`src/rtl/alu_muldiv_seq_pkg.sv`:
```
`default_nettype none
// ============================================================================
//  Module      : alu_muldiv_seq_pkg
//  Description : Shared types and constants for the multi-cycle mul/div
//                sequencer that drives an external single-cycle ALU.
//  Revision    : 1.0  initial release
// ============================================================================
package alu_muldiv_seq_pkg;

    // Sequencer state encoding
    typedef enum logic [1:0] {
        IDLE = 2'd0,
        MUL  = 2'd1,
        DIV  = 2'd2,
        DONE = 2'd3
    } state_t;

    // ALU opcode for the arithmetic add path (Op[2]=0 selects arithmetic)
    localparam logic [2:0] OP_ADD = 3'b000;

    // Operation select sampled with start
    localparam logic MD_MUL = 1'b0;
    localparam logic MD_DIV = 1'b1;

    // Iteration count equals the operand width
    localparam int         NITER    = 16;
    localparam logic [3:0] CNT_LAST = 4'(NITER - 1);

endpackage : alu_muldiv_seq_pkg
`default_nettype wire

```
`src/rtl/alu_muldiv_seq.sv`:
```
`default_nettype none
// ============================================================================
//  Module      : alu_muldiv_seq
//  Description : 16x16 unsigned shift-add multiply and 16/16 unsigned
//                restoring divide, one iteration per clock, borrowing an
//                external single-cycle ALU through its operand/control pins.
//  Revision    : 1.0  initial release
// ============================================================================
module alu_muldiv_seq
    import alu_muldiv_seq_pkg::*;
(
    input  logic        clk,
    input  logic        rst,
    input  logic        start_i,
    input  logic        op_i,
    input  logic [15:0] a_i,
    input  logic [15:0] b_i,
    output logic        busy_o,
    output logic        done_o,
    output logic        dz_o,
    output logic [15:0] result_hi_o,
    output logic [15:0] result_lo_o,
    output logic [15:0] alu_A_o,
    output logic [15:0] alu_B_o,
    output logic [2:0]  alu_Op_o,
    output logic        alu_Cin_o,
    output logic        alu_invA_o,
    output logic        alu_invB_o,
    output logic        alu_sign_o,
    input  logic [15:0] alu_Out_i,
    input  logic        alu_Ofl_i
);

    state_t      state_q;
    logic [15:0] acc_q;      // product high half (MUL) / partial remainder (DIV)
    logic [15:0] lo_q;       // multiplier shifting into product low half / quotient
    logic [15:0] opnd_q;     // multiplicand (MUL) / divisor (DIV)
    logic [3:0]  cnt_q;
    logic        busy_q;
    logic        done_q;
    logic        dz_q;
    logic [15:0] res_hi_q;
    logic [15:0] res_lo_q;

    logic [15:0] acc_d;
    logic [15:0] lo_d;
    logic [15:0] div_sh;
    logic        div_take;

    // ALU pin drive and next value of the working registers for this iteration
    always_comb begin
        alu_A_o    = 16'h0000;
        alu_B_o    = 16'h0000;
        alu_Cin_o  = 1'b0;
        alu_invB_o = 1'b0;
        acc_d      = acc_q;
        lo_d       = lo_q;
        div_sh     = {acc_q[14:0], lo_q[15]};
        div_take   = 1'b0;
        case (state_q)
            MUL: begin
                alu_A_o = acc_q;
                alu_B_o = opnd_q;
                // Conditional add of the multiplicand, then shift the 33-bit
                // {carry, hi, lo} right by one; the carry lands in hi[15].
                if (lo_q[0]) begin
                    {acc_d, lo_d} = {alu_Ofl_i, alu_Out_i, lo_q[15:1]};
                end else begin
                    {acc_d, lo_d} = {1'b0, acc_q, lo_q[15:1]};
                end
            end
            DIV: begin
                // A + ~B + 1 = A - B; carry-out set means no borrow.
                alu_A_o    = div_sh;
                alu_B_o    = opnd_q;
                alu_invB_o = 1'b1;
                alu_Cin_o  = 1'b1;
                // A shifted-out remainder MSB means the 17-bit value exceeds
                // any 16-bit divisor, so subtraction always succeeds.
                div_take   = alu_Ofl_i | acc_q[15];
                acc_d      = div_take ? alu_Out_i : div_sh;
                lo_d       = {lo_q[14:0], div_take};
            end
            default: ;
        endcase
    end

    // Sequencer FSM with registered handshake outputs and result registers
    always_ff @(posedge clk or posedge rst) begin
        if (rst) begin
            state_q  <= IDLE;
            acc_q    <= 16'h0000;
            lo_q     <= 16'h0000;
            opnd_q   <= 16'h0000;
            cnt_q    <= 4'd0;
            busy_q   <= 1'b0;
            done_q   <= 1'b0;
            dz_q     <= 1'b0;
            res_hi_q <= 16'h0000;
            res_lo_q <= 16'h0000;
        end else begin
            case (state_q)
                IDLE: begin
                    done_q <= 1'b0;
                    if (start_i) begin
                        cnt_q <= 4'd0;
                        acc_q <= 16'h0000;
                        if (op_i == MD_MUL) begin
                            opnd_q  <= a_i;
                            lo_q    <= b_i;
                            busy_q  <= 1'b1;
                            state_q <= MUL;
                        end else if (b_i != 16'h0000) begin
                            opnd_q  <= b_i;
                            lo_q    <= a_i;
                            busy_q  <= 1'b1;
                            state_q <= DIV;
                        end else begin
                            // Divide by zero: all-ones quotient, dividend as remainder
                            res_hi_q <= a_i;
                            res_lo_q <= 16'hFFFF;
                            dz_q     <= 1'b1;
                            done_q   <= 1'b1;
                            state_q  <= DONE;
                        end
                    end
                end
                MUL, DIV: begin
                    acc_q <= acc_d;
                    lo_q  <= lo_d;
                    cnt_q <= cnt_q + 4'd1;
                    if (cnt_q == CNT_LAST) begin
                        res_hi_q <= acc_d;
                        res_lo_q <= lo_d;
                        dz_q     <= 1'b0;
                        busy_q   <= 1'b0;
                        done_q   <= 1'b1;
                        state_q  <= DONE;
                    end
                end
                DONE: begin
                    done_q  <= 1'b0;
                    state_q <= IDLE;
                end
                default: begin
                    busy_q  <= 1'b0;
                    done_q  <= 1'b0;
                    state_q <= IDLE;
                end
            endcase
        end
    end

    assign busy_o      = busy_q;
    assign done_o      = done_q;
    assign dz_o        = dz_q;
    assign result_hi_o = res_hi_q;
    assign result_lo_o = res_lo_q;
    assign alu_Op_o    = OP_ADD;
    assign alu_invA_o  = 1'b0;
    assign alu_sign_o  = 1'b0;

endmodule : alu_muldiv_seq
`default_nettype wire
```
`config.mk`:
```
export PLATFORM = sky130hd
export DESIGN_NAME = alu_muldiv_seq
export DESIGN_NICKNAME = d
export VERILOG_FILES = /design/src/rtl/alu_muldiv_seq_pkg.sv /design/src/rtl/alu_muldiv_seq.sv
export SDC_FILE = /design/constraint.sdc
export NUM_CORES = 1
export LEC_CHECK = 0
export BUFFER_PORTS_ARGS = -buffer_cell sky130_fd_sc_hd__buf_2
export CAP_MARGIN = 25
export CELL_PAD_IN_SITES_DETAIL_PLACEMENT = 1
export CELL_PAD_IN_SITES_GLOBAL_PLACEMENT = 1
export CORE_MARGIN = 3
export CORE_UTILIZATION = 42
export DETAILED_ROUTE_END_ITERATION = 7
export GPL_TIMING_DRIVEN = 0
export PLACE_DENSITY = 0.88
export SLEW_MARGIN = 30
export SYNTH_ARGS = -nofsm -noshare
export SYNTH_HDL_FRONTEND = slang
export SYNTH_SLANG_ARGS = --single-unit
```
`constraint.sdc`:
```
create_clock -name clk -period 2.9 [get_ports clk]
set_clock_uncertainty 0.1 [all_clocks]
set_input_delay 0.145 -clock clk [delete_from_list [all_inputs] [get_ports clk]]
set_output_delay 0.145 -clock clk [all_outputs]
set_load 0.02 [all_outputs]
```
# After elaboration in Yosys (flattened, before gate mapping)
# Cells that the tools add are included.
# totals
output_inout_bits	74
regBits	89
in_bits	53
elab_cells	79
# classes
bitwise	1
muxes	47
n_eq_ne	10
n_reduce_logical	10
add_sub_neg	1
# op_table
op	n
two-way mux 16 bit	18
one-hot mux 16 bit (2 select lines)	7
nonzero test 16 bit	1
two-way mux 1 bit	13
one-hot mux 4 bit (2 select lines)	1
two-way mux 2 bit	3
inequality test 2 bit (second input constant)	3
one-hot mux 2 bit (3 select lines)	1
AND reduction 3 bit	2
AND reduction 5 bit	1
adder 4 x 1 -> 4 bit (second input constant)	1
equality test 2 bit (second input constant)	2
equality test 4 bit (second input constant)	1
two-way mux 4 bit	1
inequality test 2 x 1 -> 1 bit (second input constant)	2
one-hot mux 1 bit (2 select lines)	2
AND reduction 2 bit	2
AND reduction 4 bit	1
inequality test 3 bit (second input constant)	1
one-hot mux 1 bit (3 select lines)	1
equality test 2 x 1 -> 1 bit (second input constant)	1
logical NOT 2 bit	1
nonzero test 2 bit	1
OR reduction 2 bit	1
bitwise OR 1 bit	1

# Longest topological paths before layout
# logic_depth
ltp_word	5
mapped_depth	9

# Worst setup path after synthesis
# Ideal clock, no wire load.
# synth_path
path_type	register -> output
from	register state_q[1]
to	output port alu_A_o[10]
arrival_time_ps	2040
path_slack_ps	615
required_ps	2655
path_stages_with_launch	7
cell_sequence	dfrtp_1 -> inv_1 -> ha_1 -> clkbuf_1 -> clkbuf_1 -> clkbuf_1 -> a21boi_0
# synth_via
elab_chain_cells	2
# synth_rtl
item	line_no	rtl
start, declared	alu_muldiv_seq.sv:34	state_t state_q;
start signal, assigned	alu_muldiv_seq.sv:91	state_q <= IDLE;
start signal, assigned	alu_muldiv_seq.sv:112	state_q <= MUL;
start signal, assigned	alu_muldiv_seq.sv:117	state_q <= DIV;
equality test 2 bit / equality test 2 x 1 -> 1 bit (equally long branches)	alu_muldiv_seq.sv:60	case (state_q)
one-hot mux 16 bit (2 select lines) (*)	alu_muldiv_seq.sv:60	
end, declared	alu_muldiv_seq.sv:23	output logic [15:0] alu_A_o,
# Every way passes the cells marked *; elsewhere a longest branch is shown, timed or not.

# Worst setup path in the final report
# layout_path
from	register state_q[1]
to	output port alu_A_o[0]
# The elaborated chain is that of the path after synthesis.

==> flow_summary.ini <==
[outcome]
outcome = finished, final reports clean

[final_layout]
antennaDiodeCount = 0
multi_input_area_mm2 = 0.00294
layout_common_cells = buf_2, dfrtp_1, nand2_1, mux2_2, o21ai_0
drive_gt1_share_pct = 37.5
final_common_cell = buf_2
syn_to_final_growth_pct = 20.9
fin_nets = 729
n_fill_cell = 1492
seq_area_mm2 = 0.00223

[route]
drtIter0Drc = 389
avgRoutedWirePerCell_um = 21.4
dr.pass1.iters = 5
wirelength_um = 18100
route.vias.total = 4812
antenna_left = 0
drc = 0
avgViaCountPerCell = 5.68

[die]
io_pins = 127
die_area_mm2 = 0.0145
start_util_pct = 43.3
die_x_um = 121
core_mm2 = 0.0127
die_h_um = 121
row_count = 41

[global_routing]
grt_max_degree = 64
grt.met1_usage_pct = 34.6
grt_pass1_vias = 5126
grt_busiest_layer = met2
grt.total_usage_pct = 25.4
grt_use_met3_pct = 6.45
antenna_found_initial = 0
grt.met2_usage_pct = 41.0
grt_pass1_wl_um = 28700
overflow = 0

[timing]
whs_ps = 62.1
hold_viol_final = 0
fin_crit_ps = 2690
fin_tns_setup_ps = 0
fin_crit_sh_pct = 92.8
rsz0062_at_grt = no
slew_violations = 0
finalSetupViolCount = 0
worst_pin_slew_ps = 649
slew_headroom_pct = 56.6
fmax_ghz = 0.372

[yosys]
synth-xor-area-share_pct = 0
syn_area_mm2 = 0.00551
synth_compound_area_share_pct = 16.6
syn_inst = 536
synth.distinct_cells = 48
ys_seq_area_share_pct = 40.4
synth_top_family_by_area = multiplexers
synth.mux.area_fraction_pct = 24.5
synth-main-ff-cell = dfrtp_1
yosys_warnings = 0
yosys.area_share.adder_pct = 0.909
postSynthAreaPerCell_um2 = 10.3
synth_edf_count = 0
ys_seq_elements = 89
synthArstFlopShare_pct = 100
synth_simple_gate_area_share_pct = 11.0

[cts]
cts_root_buf = clkbuf_16
htreeDepth = 3
clk_latency_ps = 350
clkSlewWorstSetupHoldPaths_ps = 60
cts-buffers-inserted = 9
cts_setup_buffers = 0
clockBufferDepth = 2
cts_tree = built
cts.sinks = 89

[min_path]
hold_path.class = in -> reg
hold_depth = 2

[critical_path]
worstSetupPathType = reg -> out
critPathArrivalTime_ps = 2450
crit_required_ps = 2650
cp-start-kind = flip-flop
critPathMaxStageDelay_ps = 440
rr_worst_depth = 8
endpoint_kind = primary output
crit_fanout = 10
critical-path-slowest-cell = clkbuf_1
path_cells = inv_1, ha_1, clkbuf_2, clkbuf_1, a21boi_0, buf_2

[power]
p_leak_nw = 3.04
power.density_mw_per_mm2 = 1120
vdd_drop_max_v = 0.000639

[place]
hpwl_um = 13900
gp_congestion = 0.913
io_buffers = 119

[run]
max_cap_viol_count = 0
-- report_power, final --
part           switching, W  total [W]  internal, W
Clock              0.000485    0.00110     0.000615
Sequential         0.000289    0.00194      0.00165
Combinational       0.00280    0.00441      0.00162
Total               0.00357    0.00745      0.00388
-- sequential cells by signal (all words and copies together) (netlist names) --
| signal | cells |
|---|---|
| acc_q | 16 |
| lo_q | 16 |
| opnd_q | 16 |
| result_hi_o | 16 |
| result_lo_o | 16 |
| cnt_q | 4 |
| state_q | 2 |
| busy_o | 1 |
| done_o | 1 |
| dz_o | 1 |
-- cell usage after synthesis (all sizes together), types with 16 or more instances --
cell / n / area share, %
nor2: 21 / 1.4
a21oi: 18 / 1.7
and2: 16 / 1.8
clkbuf: 27 / 1.8
buf: 22 / 3.2
o21ai: 35 / 3.2
nand2: 67 / 4.6
inv: 21 / 1.4
dfrtp: 89 / 40
mux2: 81 / 18
o211ai: 17 / 2.3
mux2i: 33 / 6.0
-- path summary, 6_finish.rpt --
| path | slack [ps] | end | from |
|---|---|---|---|
| max reg2reg | 380 | acc_q[8] | state_q[0] |
| max in group asynchronous | 1890 | result_hi_o[3] | rst |
| max | 210 | alu_A_o[0] | state_q[1] |
| min in group asynchronous | 210 | opnd_q[13] | rst |
| min reg2reg | 400 | opnd_q[14] | opnd_q[14] |
| min | 60 | acc_q[15] | start_i |
-- repair_timing --
item / 4_1_cts / 5_1_grt
endpoints found under the hold margin: 26 / 0
resized for setup: 4 / 7
endpoints found under the setup margin: 24 / 22
pin swaps: 0 / 0
hold buffers: 1 / 0
-- critical path, delay by kind of cell, from the launching register on --
family / cells / cell delay [ps]
buf+inv: 4 / 1000
flops: 1 / 370
fa+ha+maj: 1 / 370
compound gates: 1 / 360
-- per-layer routing --
metal,up-vias,share of wire [%]
li1,2182,-
met1,2401,45
met2,206,46
met3,23,7.2
met4,0,1.5
met5,-,0
-- through the flow --
stage                     cell area (µm²)  setup slack, ps  total power (W)  util [%]  instances
after floorplan                      5520              348          0.00490         -        540
after global placement               6330             -807          0.00605      49.8        831
after detailed placement             6360              144          0.00625      50.0        832
after CTS                            6650             24.9          0.00743      52.3        847
after global routing                 6660             26.4          0.00798      52.3        847
final                                6660              208          0.00745      52.3        847
-- area by class of cell --
cell class / count / area share [%]
timing repair buffer: 121 / 9.51
sequential: 89 / 33.5
inverter: 21 / 1.26
multi-input combinational: 381 / 44.1
clock buffer: 11 / 3.80
tap: 172 / 3.23
clock inverter: 3 / 0.263
buffer: 49 / 4.34
-- cell families after synthesis --
family | Yosys count
buffers and inverters | 70
AO/OA/AOI/OAI | 130
AND/OR/NAND/NOR | 128
multiplexers | 114
flip-flops | 89
other | 1
adder cells (fa/ha/maj) | 4
No activity file was read; power rests on OpenSTA's default activity.
